`src/rtl/pll_drp_pkg.sv`:
```
// Shared encodings for the PLL dynamic-reconfiguration master: port opcodes,
// FSM states and PLL register map.
package pll_drp_pkg;

  localparam logic [1:0] OPC_NOP     = 2'b00;
  localparam logic [1:0] OPC_WRITE   = 2'b01;
  localparam logic [1:0] OPC_READ    = 2'b10;
  localparam logic [1:0] OPC_SETADDR = 2'b11;

  localparam logic [7:0] REG_IDIV  = 8'h00;
  localparam logic [7:0] REG_FBDIV = 8'h01;
  localparam logic [7:0] REG_ODIV0 = 8'h02;
  localparam logic [7:0] REG_ODIV1 = 8'h03;
  localparam logic [7:0] REG_ODIV2 = 8'h04;
  localparam logic [7:0] REG_ODIV3 = 8'h05;
  localparam logic [7:0] REG_ODIV4 = 8'h06;
  localparam logic [7:0] REG_ODIV5 = 8'h07;
  localparam logic [7:0] REG_ODIV6 = 8'h08;
  localparam logic [7:0] REG_MDIV  = 8'h09;

  typedef enum logic [3:0] {
    S_IDLE, S_SETADDR, S_WRITE, S_WNOP, S_READ,
    S_CAPTURE, S_HOLDOFF, S_WAITLOCK, S_DONE
  } drp_state_e;

  typedef struct packed {
    logic       we;
    logic [7:0] addr;
    logic [7:0] wdata;
  } drp_req_t;

endpackage

```
`src/rtl/pll_drp_clkgen.sv`:
```
// md_clk divider: toggles every MDCLK_DIV clk cycles while run is high, parked
// low otherwise; rise/fall ticks flag the cycle before the corresponding edge.
module pll_drp_clkgen #(
  parameter int MDCLK_DIV = 4
) (
  input  logic clk,
  input  logic rst_n,
  input  logic run,
  output logic md_clk,
  output logic rise_tick,
  output logic fall_tick
);

  localparam int CW = $clog2(MDCLK_DIV + 1);

  logic [CW-1:0] cnt;
  logic          tick;

  assign tick      = run && (cnt == CW'(MDCLK_DIV - 1));
  assign rise_tick = tick && !md_clk;
  assign fall_tick = tick && md_clk;

  always_ff @(posedge clk or negedge rst_n) begin
    if (!rst_n) begin
      cnt    <= '0;
      md_clk <= 1'b0;
    end else if (!run) begin
      cnt    <= '0;
      md_clk <= 1'b0;
    end else if (tick) begin
      cnt    <= '0;
      md_clk <= ~md_clk;
    end else begin
      cnt    <= cnt + 1'b1;
    end
  end

endmodule

```
`src/rtl/pll_drp_master.sv`:
```
// PLL reconfiguration-port initiator: turns single register read/write
// requests into SETADDR/WRITE/READ phases and waits for re-lock after writes.
module pll_drp_master
  import pll_drp_pkg::*;
#(
  parameter int MDCLK_DIV    = 4,
  parameter int LOCK_HOLDOFF = 16,
  parameter int LOCK_TIMEOUT = 65535
) (
  input  logic       clk,
  input  logic       rst_n,
  input  logic       req_valid,
  output logic       req_ready,
  input  logic       req_we,
  input  logic [7:0] req_addr,
  input  logic [7:0] req_wdata,
  output logic       rsp_valid,
  output logic [7:0] rsp_rdata,
  output logic       rsp_timeout,
  output logic       busy,
  input  logic       pll_lock,
  output logic       md_clk,
  output logic [1:0] md_opc,
  output logic       md_ainc,
  output logic [7:0] md_wdi,
  input  logic [7:0] md_rdo
);

  localparam int TW_TO = $clog2(LOCK_TIMEOUT + 1);
  localparam int TW_HO = $clog2(LOCK_HOLDOFF + 1);
  localparam int TW    = (TW_TO > TW_HO) ? TW_TO : TW_HO;

  drp_state_e    state, nxt;
  drp_req_t      req_q;
  logic [TW-1:0] tmr;
  logic [1:0]    lock_pipe;
  logic          lock_s, hold_last, tmo, to_q;
  logic          run, rise_tick, fall_tick;

  assign run = (state == S_SETADDR) || (state == S_WRITE) || (state == S_WNOP) ||
               (state == S_READ) || (state == S_CAPTURE);

  pll_drp_clkgen #(.MDCLK_DIV(MDCLK_DIV)) u_clkgen (
    .clk       (clk),
    .rst_n     (rst_n),
    .run       (run),
    .md_clk    (md_clk),
    .rise_tick (rise_tick),
    .fall_tick (fall_tick)
  );

  assign hold_last = (state == S_HOLDOFF) && (tmr == TW'(LOCK_HOLDOFF - 1));
  assign tmo       = tmr >= TW'(LOCK_TIMEOUT - 1);
  assign lock_s    = lock_pipe[1];

  always_ff @(posedge clk or negedge rst_n) begin
    if (!rst_n) state <= S_IDLE;
    else        state <= nxt;
  end

  always_comb begin
    nxt    = state;
    md_opc = OPC_NOP;
    md_wdi = 8'h00;
    unique case (state)
      S_IDLE:     if (req_valid) nxt = S_SETADDR;
      S_SETADDR: begin
        md_opc = OPC_SETADDR;
        md_wdi = req_q.addr;
        if (fall_tick) nxt = req_q.we ? S_WRITE : S_READ;
      end
      S_WRITE: begin
        md_opc = OPC_WRITE;
        md_wdi = req_q.wdata;
        if (fall_tick) nxt = S_WNOP;
      end
      S_WNOP:     if (fall_tick) nxt = S_HOLDOFF;
      S_READ: begin
        md_opc = OPC_READ;
        if (fall_tick) nxt = S_CAPTURE;
      end
      S_CAPTURE:  if (fall_tick) nxt = S_DONE;
      S_HOLDOFF:  if (hold_last) nxt = S_WAITLOCK;
      S_WAITLOCK: if (lock_s || tmo) nxt = S_DONE;
      S_DONE:     nxt = S_IDLE;
      default:    nxt = S_IDLE;
    endcase
  end

  // Timer is preloaded to 1 on holdoff exit so the timeout lands exactly
  // LOCK_TIMEOUT cycles after holdoff. The lock synchroniser is held clear
  // until the last holdoff cycle so only post-write lock samples count.
  always_ff @(posedge clk or negedge rst_n) begin
    if (!rst_n) begin
      req_q     <= '0;
      tmr       <= '0;
      lock_pipe <= '0;
      rsp_rdata <= 8'h00;
      to_q      <= 1'b0;
    end else begin
      if (state == S_IDLE && req_valid) req_q <= '{we: req_we, addr: req_addr, wdata: req_wdata};
      if (hold_last)                    tmr <= TW'(1);
      else if (state == S_HOLDOFF || state == S_WAITLOCK) tmr <= tmr + 1'b1;
      else                              tmr <= '0;
      if (hold_last || state == S_WAITLOCK) lock_pipe <= {lock_pipe[0], pll_lock};
      else                              lock_pipe <= '0;
      if (state == S_CAPTURE && rise_tick) rsp_rdata <= md_rdo;
      if (state == S_WAITLOCK)          to_q <= !lock_s;
      else if (state == S_IDLE)         to_q <= 1'b0;
    end
  end

  assign req_ready   = (state == S_IDLE);
  assign busy        = (state != S_IDLE);
  assign rsp_valid   = (state == S_DONE);
  assign rsp_timeout = (state == S_DONE) && to_q;
  assign md_ainc     = 1'b0;

endmodule

```
`config.mk`:
```
export PLATFORM = sky130hd
export DESIGN_NAME = pll_drp_master
export DESIGN_NICKNAME = d
export VERILOG_FILES = /design/src/rtl/pll_drp_pkg.sv /design/src/rtl/pll_drp_clkgen.sv /design/src/rtl/pll_drp_master.sv
export SDC_FILE = /design/constraint.sdc
export NUM_CORES = 1
export LEC_CHECK = 0
export CAP_MARGIN = 20
export CORE_ASPECT_RATIO = 1.4
export CORE_MARGIN = 2
export CORE_UTILIZATION = 30
export CTS_CLUSTER_SIZE = 25
export DETAILED_ROUTE_END_ITERATION = 16
export GPL_ROUTABILITY_DRIVEN = 0
export PLACE_DENSITY = 0.53
export SETUP_SLACK_MARGIN = 0.3
export SYNTH_ARGS = -nofsm -noshare
export SYNTH_HDL_FRONTEND = slang
export SYNTH_SLANG_ARGS = --single-unit
```
`constraint.sdc`:
```
create_clock -name clk -period 2.88 [get_ports clk]
set_input_delay 0.432 -clock clk [delete_from_list [all_inputs] [get_ports clk]]
set_output_delay 0.432 -clock clk [all_outputs]
set_load 0.005 [all_outputs]
```
==> After elaboration in Yosys (flattened, before gate mapping) <==
Cells that the tools add are included.
{ "word_totals": {"regBits": 52, "latchBits": 0, "ramBits": 0, "rom_bits": 0, "in_bits": 29, "output_inout_bits": 24, "elab_cells": 74, "n_memories": 0} }
{ "classes": {"n_addsub": 2, "multipliers": 0, "div_mod_pow": 0, "order_cmp": 1, "n_eq_ne": 19, "shift": 0, "mux": 21, "bitwise": 1, "n_reduce_logical": 20} }
{ "op_table": {"columns": ["cell", "n"], "rows": [
  ["16-bit 2-to-1 mux", 2],
  ["4-bit 2-to-1 mux", 8],
  ["4-bit case mux with 8 select lines", 1],
  ["2-bit != test, second input constant", 9],
  ["16-bit by 1-bit adder with 16-bit output, second input constant", 1],
  ["16-bit by 4-bit == test with 1-bit output, second input constant", 1],
  ["4-bit by 3-bit == test with 1-bit output, second input constant", 4],
  ["16-bit greater-or-equal comparator, second input constant", 1],
  ["8-bit case mux with 2 select lines", 1],
  ["3-bit 2-to-1 mux", 3],
  ["4-bit by 2-bit == test with 1-bit output, second input constant", 2],
  ["8-bit AND reduction", 1],
  ["1-bit logical AND", 7],
  ["1-bit logical OR", 7],
  ["2-bit case mux with 3 select lines", 1],
  ["4-bit by 1-bit == test with 1-bit output, second input constant", 1],
  ["4-bit == test, second input constant", 1],
  ["4-bit zero test", 1],
  ["1-bit 2-to-1 mux", 4],
  ["4-bit nonzero test", 1],
  ["3-bit by 1-bit adder with 3-bit output, second input constant", 1],
  ["3-bit by 2-bit == test with 1-bit output, second input constant", 1],
  ["1-bit zero test", 2],
  ["2-bit 2-to-1 mux", 1],
  ["other kinds (2)", 2]
]} }

==> Logic depth before layout (Yosys ltp) <==
Gate-level depths: netlist of the first run.
{ "logic_depth": {"ltp_word": 9, "depth_mapped": 8, "mapped_depth_nobuf": 6} }

==> By module <==
From an unflattened synthesis of the first run, not the netlist that was laid out.
{ "hier_totals": {"cells_unflattened": 229, "hier_area_um2": 2497.4} }
{ "by_module_without_submodules": {"columns": ["module", "n_inst", "cells_per_inst", "area_per_inst_um2", "seq_area_each_um2"], "rows": [
  ["pll_drp_master", 1, 214, 2319.7, 1201.2],
  ["pll_drp_clkgen", 1, 15, 177.7, 100.1]
]} }

==> Worst setup path before layout of the first run <==
OpenSTA, ideal clock, no wires.
{ "synth_timing": {"path_kind": "reg2reg", "start": "register state[2]", "end": "register state[0]", "setup_ps": 125, "t_arrival_ps": 1818, "required_ps": 2755, "slack_ps": 937, "stages_incl_launch_ff": 8, "path_buffers": 2, "period_less_slack_ps": 1943, "cell_sequence": "dfrtp_1 > buf_6 > or2_1 > buf_6 > or3_4 > o22a_1 > nand3_2 > mux2_2"} }
{ "synth_via": {"elab_chain_len": 9, "elab_cells_between_ends": 25, "classes_between": "15 x eq/ne; 1 x mux; 9 x reduce/logical"} }
{ "synth_rtl": {"columns": ["element", "line", "text"], "rows": [
  ["start, declared", "pll_drp_master.sv:33", "drp_state_e state, nxt;"],
  ["start signal, assigned", "pll_drp_master.sv:58", "else state <= nxt;"],
  ["4-bit by 1-bit == test with 1-bit output / 4-bit by 2-bit == test with 1-bit output (equally long branches)", "pll_drp_master.sv:40, pll_drp_master.sv:65", null],
  ["1-bit logical OR (3 in a row)", "pll_drp_master.sv:40", "assign run = (state == S_SETADDR) || (state == S_WRITE) || (state == S_WNOP) ||"],
  ["1-bit logical OR", "pll_drp_master.sv:41", "(state == S_READ) || (state == S_CAPTURE);"],
  ["1-bit logical AND", "pll_drp_clkgen.sv:19", "assign tick = run && (cnt == CW'(MDCLK_DIV - 1));"],
  ["1-bit logical AND", "pll_drp_clkgen.sv:21", "assign fall_tick = tick && md_clk;"],
  ["2-bit != test (no line)", null, null],
  ["8-bit AND reduction (no line)", null, null]
]} }
Several ways; a longest one is shown, not always the timed one.
A chain may end at the register's enable or synchronous reset.

==> Final worst setup path of the first run <==
{ "layout_timing": {"start": "register state[3]", "end": "output port req_ready"} }
{ "layout_via": {"elab_chain_len": 1} }
{ "layout_rtl": {"columns": ["element", "line", "text"], "rows": [
  ["4-bit zero test", "pll_drp_master.sv:113", "assign req_ready = (state == S_IDLE);"],
  ["end, declared", "pll_drp_master.sv:13", "output logic req_ready,"]
]} }
No other way between the ends.

==> results.cfg, run 1 <==
[synth]
ys_types = 46
synth-simple-area-share = 0.166
synth_area_um2 = 2490
synthMuxAreaShare = 0.137
synth_top_family_by_area = simple AND/OR/NAND/NOR gates
synthCells = 216
synth-compound-area-share = 0.0638
synth_edf_count = 0
ys.flop_type = dfrtp_1
ys_async_sr_fraction = 1.00
synth-xor-area-share = 0.0562
synth_fa_ha_area_frac = 0.0151
seq_area_frac_synth = 0.522
syn_area_per_cell_um2 = 11.5
synth_nets = 248
yosysWarnings = 0
ys_seq_elements = 52

[placed_design]
place_ws_ps = 616
hpwl_um = 3700
io_buffers = 51

[status]
outcome = completed

[clock_network]
cts.hold.buffers_added = 0
cts_htree_levels = 2
cts_tree = done
clock_sinks = 52
path_clk_slew_ps = 70
clock_latency_ps = 280
clock_path_buffers = 2
cts_root_buf = clkbuf_16
cts_buffers = 5

[grt]
grt_pass1_wl_um = 8650
grt_start_max_net_pins = 32
grt_remaining_overflow = 0
antenna_found_initial = 0
grt_pass1_vias = 1762
grtUsageTotal = 0.121

[setup_path]
crit_buf_inv = 2
cp-end-kind = output pin
worstPathCellList = or2_4, or3_4, clkinv_2, clkdlybuf4s50_1
worstPathRequired_ps = 2450
critPathKind = reg -> out
cpPeakStageDelay_ps = 490
slowest_stage = dfrtp_1
startpoint_type = flip-flop
cp_max_fo = 11
arrival_ps = 2050
critPathTopFamily = simple AND/OR/NAND/NOR gates

[timing]
fmax_mhz = 403
setup_tns_ps = 0
finalClockSkew_ps = 2.85
rsz0062_at_grt = false
fin_crit_ps = 2480
relSlewSlack = 0.528
fin_crit_sh = 0.862
max_slew.worst_pin.slew_ps = 708
drv_slew = 0
setup_ws_ps = 398
setup_violations = 0
hold_viol = 0

[drt]
vias = 1737
dr.pass1.iters = 4
wl_um = 5140
drcViolationCount = 0
antenna_left = 0
drt_iter0_markers = 61
wire_per_inst_um = 13.9
vias_per_cell = 4.71

[die]
start_util = 0.308
dieWidth_um = 81.0
die_h_um = 112
design.core.area_um2 = 8100
row_count = 39
die_area_um2 = 9060
pin_count = 53

[power_and_ir_drop]
vdd.ir_drop.worst_mv = 0.379
p_per_area_nw_per_um2 = 922
clockPowerShare = 0.198
p_switching_uw = 919
pwr-share-comb = 0.408
swShare = 0.309
p_seq_frac = 0.394
p_leak_uw = 0.00138
power.internal_uw = 2060

[run]
cap_violations = 0

[cells_and_area]
final_nets = 298
syn_to_final_growth_pct = 29.6
drive_gt1_frac = 0.180
antenna_cells = 0
fillers = 816

[worst_hold_path]
worstHoldPathType = in -> async
final cells by class:
| type | count | area [µm²] | share of cell area |
|---|---|---|---|
| Clock buffer | 6 | 139 | 0.0430 |
| Clock inverter | 2 | 10.0 | 0.00310 |
| Inverter | 5 | 20.0 | 0.00620 |
| Multi-Input combinational cell | 147 | 1100 | 0.340 |
| Sequential cell | 52 | 1300 | 0.403 |
| Tap cell | 102 | 128 | 0.0395 |
| Timing Repair Buffer | 55 | 536 | 0.166 |
synth_stat cells (all sizes together) (5+ instances only):
| cell type | count | area [µm²] |
|---|---|---|
| clkbuf | 7 | 26.3 |
| mux2 | 27 | 342 |
| nor2 | 33 | 124 |
| xnor2 | 7 | 61.3 |
| xor2 | 9 | 78.8 |
| buf | 5 | 50.0 |
| nand2 | 7 | 33.8 |
| dfrtp | 52 | 1300 |
| a22oi | 8 | 60.1 |
| nor2b | 5 | 31.3 |
| nand3 | 8 | 45.0 |
final timing paths:
check	start	endpoint	slack [ps]	cells past startpoint
setup / recovery	state[3]	req_ready	400	4
hold / removal	rst_n	u_clkgen.cnt[0]	190	1
setup reg to reg	tmr[0]	tmr[7]	760	6
hold reg to reg	u_clkgen.cnt[0]	u_clkgen.cnt[0]	450	1
max in group asynchronous	rst_n	req_q[13]	2050	2
min in group clk	u_clkgen.cnt[0]	u_clkgen.cnt[0]	450	1
kinds of logic (layout without fill, tap and decap cells):
kind of cell | count (synthesis) | after routing
AO/OA/AOI/OAI | 21 | 21
XOR/XNOR | 16 | 16
adder cells (fa/ha/maj) | 3 | 3
buffers and inverters | 17 | 68
flip-flops | 52 | 52
multiplexers | 27 | 27
other | 1 | 1
AND/OR/NAND/NOR | 79 | 79
per-layer routing:
layer | part of all wire | vias up | wire length (µm) | global-route usage
met1 | 0.42 | 846 | 2160 | 0.148
li1 | - | 847 | - | -
met3 | 0.046 | 5 | 235 | 0.0227
met5 | 0 | - | 0 | 0
met2 | 0.52 | 39 | 2680 | 0.210
met4 | 0.011 | 0 | 57 | 0.0407
registers in the layout, indices dropped and copies added (netlist names):
name	count
u_clkgen.cnt	3
state	4
lock_pipe	2
rsp_rdata	8
to_q	1
tmr	16
u_clkgen.md_clk	1
req_q	17
worst reg2reg max path: stages (launching register included):
cell     delay, ps
dfrtp_1        420
ha_1           200
and3_1         320
nand4_1        160
or2_2          330
nand3_1        430
nor2_1         120
stage by stage:
stage | util | instances | hold slack (ps) | area [µm²] | power, µW
6_report | 0.399 | 369 | 194 | 3230 | 2980
5_1_grt | 0.399 | 369 | 255 | 3230 | 3200
4_1_cts | 0.399 | 369 | 221 | 3230 | 3030
3_5_place_dp | 0.380 | 361 | 453 | 3080 | 2410
3_3_place_gp | 0.380 | 361 | 443 | 3080 | 2400
2_1_floorplan | - | 216 | 136 | 2490 | 1940
what timing repair did:
| item | CTS | global route |
|---|---|---|
| endpoints found under the hold margin | 0 | 0 |
| setup endpoints to repair | 1 | 0 |
| resized for setup | 1 | 0 |
| setup buffers | 0 | 0 |
power groups by stage:
stage	combinational, µW	sequential, µW	clock [µW]
global placement	1230	1170	0
finish	1210	1170	591
detailed placement	1230	1190	0
floorplan	837	1100	0
global route	1340	1210	649
CTS	1240	1170	617
cell usage in the layout (no fill, tap or decap), drive strengths merged, types with 2 or more instances in the layout:
cell | netlist | final
and2 | 3 | 3
xnor2 | 7 | 7
ha | 3 | 3
mux2 | 27 | 27
xor2 | 9 | 9
clkinv | 1 | 3
a22oi | 8 | 8
nor2 | 33 | 33
a21oi | 2 | 2
nand3 | 8 | 8
buf | 5 | 5
clkdlybuf4s50 | 0 | 50
inv | 4 | 4
nand4 | 4 | 4
nor4 | 3 | 3
nor3 | 3 | 3
and4 | 4 | 4
nand2 | 7 | 7
or2 | 2 | 2
and3 | 2 | 2
dfrtp | 52 | 52
nor2b | 5 | 5
clkbuf | 7 | 6
No activity file was read; power rests on OpenSTA's default activity.
==> inputs of run 2 (changes only) <==
--- a/config.mk
+++ b/config.mk
@@ -9,6 +9,7 @@
 export CORE_ASPECT_RATIO = 1.4
 export CORE_MARGIN = 2
 export CORE_UTILIZATION = 30
+export CTS_BUF_LIST = sky130_fd_sc_hd__clkbuf_2 sky130_fd_sc_hd__clkbuf_4 sky130_fd_sc_hd__clkbuf_8
 export CTS_CLUSTER_SIZE = 25
 export DETAILED_ROUTE_END_ITERATION = 16
 export GPL_ROUTABILITY_DRIVEN = 0
==> constraint.sdc (replaced) <==
create_clock -name clk -period 3.11 [get_ports clk]
set_input_delay 0.4665 -clock clk [delete_from_list [all_inputs] [get_ports clk]]
set_output_delay 0.4665 -clock clk [all_outputs]
set_load 0.005 [all_outputs]
==> run 2 against run 1 <==
Combinational power shrank 7%. Critical path depth is the same. Clock skew grew 1.2 ps. First-iteration DRC count grew 46%. Critical path type unchanged. Largest cell class unchanged.
==> results.cfg, run 2 (synthesis gave the netlist of run 1 again) <==
[timing]
drv_slew = 0
finalClockSkew_ps = 4.09
setup_tns_ps = 0
fin_crit_sh = 0.854
whs_ps = 124
fin_crit_ps = 2660
relSlewSlack = 0.595
max_slew.worst_pin.slew_ps = 606
hold_viol = 0
fmax_mhz = 376
setup_violations = 0
rsz0062_at_grt = false

[grt]
grt_remaining_overflow = 0
grt_pass1_wl_um = 8190
grt_start_max_net_pins = 24
grt_pass1_vias = 1675
antenna_found_initial = 0
grtUsageTotal = 0.115

[run]
cap_violations = 0

[clock_network]
clock_sinks = 52
cts_buffers = 5
cts_tree = done
path_clk_slew_ps = 90
cts_setup_buffers = 0
cts_htree_levels = 2
cts_root_buf = clkbuf_8
clock_latency_ps = 300
clock_path_buffers = 2

[status]
outcome = completed

[placed_design]
dpl_cell_area_um2 = 3070
io_buffers = 51
hpwl_um = 3710

[cells_and_area]
final_cell_mix = dfrtp_1, clkdlybuf4s50_1, nor2_1
stdcell_area_um2 = 3170
final_common_cell = dfrtp_1
fillers = 801
syn_to_final_growth_pct = 27.3
top_regs = req_q (17), tmr (16), rsp_rdata (8)
max_flop_register = req_q
largest_reg_flops = 17
final_nets = 297
seq_area_um2 = 1300
multi_input_area_um2 = 1100
antenna_cells = 0
fin_util = 0.392
drive_gt1_frac = 0.170

[drt]
antenna_left = 0
wire_per_inst_um = 13.7
drcViolationCount = 0
dr.pass1.iters = 4
wl_um = 5020
vias_per_cell = 4.70
vias = 1720
drt_iter0_markers = 89

[setup_path]
worstPathRequired_ps = 2640
cp_max_fo = 11
critPathKind = reg -> out
cp-end-kind = output pin
startpoint_type = flip-flop
arrival_ps = 2190

[die]
pin_count = 53
start_util = 0.308
die_h_um = 112
dieWidth_um = 81.0
die_area_um2 = 9060
design.core.area_um2 = 8100
row_count = 39

[power_and_ir_drop]
pwr-share-comb = 0.426
p_leak_uw = 0.00135
p_per_area_nw_per_um2 = 831
p_seq_frac = 0.410
power.internal_uw = 1810
p_switching_uw = 828
clockPowerShare = 0.164
swShare = 0.314
vdd.ir_drop.worst_mv = 0.310

[worst_hold_path]
worstHoldPathType = in -> async
## run 2: worst max-delay path, cell delays in order (launching register included)
cell and delay, ps:
dfrtp_1 490, or2_1 410, or3_4 420, clkinv_2 80, clkdlybuf4s50_1 500
## run 2: layout make-up
| type | count | area share |
|---|---|---|
| flip-flops and latches | 52 | 0.410 |
| multi-input cells | 147 | 0.346 |
| repair buffers | 54 | 0.166 |
| well taps | 102 | 0.0402 |
| clock buffers | 5 | 0.0217 |
| clock inverters | 1 | 0.00946 |
| inverters | 5 | 0.00631 |
## run 2: per-layer routing
| layer | routed length [µm] | global-route usage | part of all wire | vias to the layer above |
|---|---|---|---|---|
| met3 | 252 | 0.0251 | 0.050 | 6 |
| li1 | - | - | - | 844 |
| met4 | 83 | 0.0407 | 0.017 | 0 |
| met2 | 2530 | 0.198 | 0.50 | 35 |
| met5 | 0 | 0 | 0 | - |
| met1 | 2160 | 0.138 | 0.43 | 835 |
## run 2: worst paths after layout
check	from	end	slack, ps	cells after the start
hold reg to reg	u_clkgen.cnt[0]	u_clkgen.cnt[0]	470	1
hold / removal	rst_n	u_clkgen.cnt[2]	120	1
min in group clk	u_clkgen.cnt[0]	u_clkgen.cnt[0]	470	1
setup / recovery	state[3]	req_ready	450	4
setup reg to reg	tmr[0]	tmr[8]	970	6
max in group asynchronous	rst_n	req_q[12]	2330	2
## run 2: repair_timing
item,CTS,global route
hold buffers,0,0
resized for setup,0,1
endpoints found under the setup margin,0,8
## run 2: through the flow
step	setup WS [ps]	power, µW	std cells
floorplan	1170	1800	216
global placement	760	2210	360
detailed placement	732	2230	360
CTS	391	2670	366
global route	354	2830	366
finish	454	2640	366
## run 2: power by group through the flow
stage          logic, µW  registers [µW]  clock network (µW)
5_1_grt             1230            1120                 476
3_3_place_gp        1120            1090                   0
6_report            1120            1080                 432
2_1_floorplan        776            1020                   0
3_5_place_dp        1130            1100                   0
4_1_cts             1140            1080                 453
==> inputs of run 3 (changes only) <==
--- a/config.mk
+++ b/config.mk
@@ -8,12 +8,12 @@
 export CAP_MARGIN = 20
 export CORE_ASPECT_RATIO = 1.4
 export CORE_MARGIN = 2
-export CORE_UTILIZATION = 30
+export CORE_UTILIZATION = 50
 export CTS_BUF_LIST = sky130_fd_sc_hd__clkbuf_2 sky130_fd_sc_hd__clkbuf_4 sky130_fd_sc_hd__clkbuf_8
 export CTS_CLUSTER_SIZE = 25
 export DETAILED_ROUTE_END_ITERATION = 16
 export GPL_ROUTABILITY_DRIVEN = 0
-export PLACE_DENSITY = 0.53
+export PLACE_DENSITY = 0.8
 export SETUP_SLACK_MARGIN = 0.3
 export SYNTH_ARGS = -nofsm -noshare
 export SYNTH_HDL_FRONTEND = slang
==> run 3 against run 2 <==
Wire length fell by 4.7%. Combinational power barely moved. Total power is 1.2% lower. Cell area is 1.8% lower. Sequential share of layout area up 0.76 points. Worst hold slack improved by 8.3 ps. Critical endpoint unchanged. Clock skew is 5.7 ps higher.
==> results.cfg, run 3 (synthesis gave the netlist of run 1 again) <==
[status]
outcome = completed

[drt]
dr.pass1.iters = 4
wire_per_inst_um = 14.6
drcViolationCount = 0
wl_um = 4780
vias = 1726
drt_iter0_markers = 60
vias_per_cell = 5.26
antenna_left = 0

[power_and_ir_drop]
pwr-share-comb = 0.428
clockPowerShare = 0.154
p_leak_uw = 0.00134
vdd.ir_drop.worst_mv = 0.343
p_seq_frac = 0.418
swShare = 0.332
p_switching_uw = 864
p_per_area_nw_per_um2 = 836
power.internal_uw = 1740

[timing]
rsz0062_at_grt = false
finalClockSkew_ps = 9.80
drv_slew = 0
fin_crit_ps = 2680
fin_crit_sh = 0.862
hold_viol = 0
setup_violations = 0
relSlewSlack = 0.618
setup_tns_ps = 0
max_slew.worst_pin.slew_ps = 571
fmax_mhz = 373

[setup_path]
worstPathRequired_ps = 2640
crit_path_end = req_ready
slowest_stage = dfrtp_1
r2r_setup_slack_ps = 950
worstRegToRegCells = 5
cp-end-kind = output pin
arrival_ps = 2210
cpPeakStageDelay_ps = 500
cp_max_fo = 11
startpoint_type = flip-flop
critPathKind = reg -> out
timing.rr.end = state[0]
rr_startpoint = state[3]
crit_start = state[3]
worstPathCellList = or2_1, or3_4, clkinv_2, clkdlybuf4s50_1

[die]
start_util = 0.515
pin_count = 53
die_area_um2 = 5570
die_h_um = 87.5
row_count = 30
design.core.area_um2 = 4840
dieWidth_um = 63.7

[clock_network]
clock_sinks = 52
cts_root_buf = clkbuf_8
path_clk_slew_ps = 100
cts_htree_levels = 2
clock_path_buffers = 2
cts_tree = done
clock_latency_ps = 310
cts_setup_buffers = 0
cts_buffers = 5

[grt]
grtUsageTotal = 0.183
grt_remaining_overflow = 0
grt_start_max_net_pins = 28
antenna_found_initial = 0
grt_pass1_wl_um = 7910
grt_pass1_vias = 1708

[cells_and_area]
final_nets = 295
antenna_cells = 0
largest_reg_flops = 17
top_regs = req_q (17), tmr (16), rsp_rdata (8)
drive_gt1_frac = 0.174
max_flop_register = req_q
stdcell_area_um2 = 3120
final_common_cell = dfrtp_1
final_cell_mix = dfrtp_1, clkdlybuf4s50_1, nor2_1
syn_to_final_growth_pct = 25.0

[placed_design]
io_buffers = 51
hpwl_um = 3500
dpl_cell_area_um2 = 3010

[run]
cap_violations = 0

[worst_hold_path]
worstHoldPathType = in -> async
-- run 3: worst max-delay path: cells and delay by family, from the launching register on --
kind / cells / cell delay [ps]
simple gates: 2 / 820
buf+inv: 2 / 580
flops: 1 / 500
-- run 3: timing repair --
item                       4_1_cts  5_1_grt
hold buffers                     0        0
resized for setup                0        3
setup endpoints to repair        0        9
-- run 3: how the worst min path moves through the flow --
stage | slack (ps) | from | end
final | 130 | rst_n | req_q[11]
after global routing | 180 | rst_n | state[1]
after CTS | 160 | rst_n | req_q[11]
after detailed placement | 440 | u_clkgen.cnt[0] | u_clkgen.cnt[0]
after global placement | 430 | u_clkgen.cnt[0] | u_clkgen.cnt[0]
after floorplan | 170 | rst_n | lock_pipe[0]
-- run 3: metrics by stage --
stage                     hold slack (ps)  instances  utilization  power [µW]  worst slack, ps
after floorplan                       171        216            -        1800             1170
final                                 133        328        0.643        2600              429
after global placement                428        320        0.621        2170              690
after global routing                  178        328        0.643        2790              320
after CTS                             157        328        0.641        2620              301
after detailed placement              439        320        0.621        2210              645
-- run 3: layout make-up --
class | instances | area, µm²
Clock buffer | 5 | 68.8
Clock inverter | 3 | 27.5
Fill cell | 391 | 1730
Inverter | 5 | 20.0
Multi-Input combinational cell | 147 | 1100
Sequential cell | 52 | 1300
Tap cell | 64 | 80.1
Timing Repair Buffer | 52 | 513
-- run 3: power groups by stage --
stage	Sequential, µW	Combinational [µW]	Clock (µW)
6_report	1090	1110	401
5_1_grt	1120	1230	442
4_1_cts	1080	1120	415
3_5_place_dp	1100	1110	0
3_3_place_gp	1080	1090	0
2_1_floorplan	1020	776	0
-- run 3: per-layer routing --
metal	share of wire	routed length, µm	track usage	vias up
met3	0.038	182	0.0386	6
li1	-	-	-	838
met4	0.015	72	0.0652	0
met1	0.43	2050	0.213	839
met2	0.52	2480	0.333	43
met5	0	0	0	-
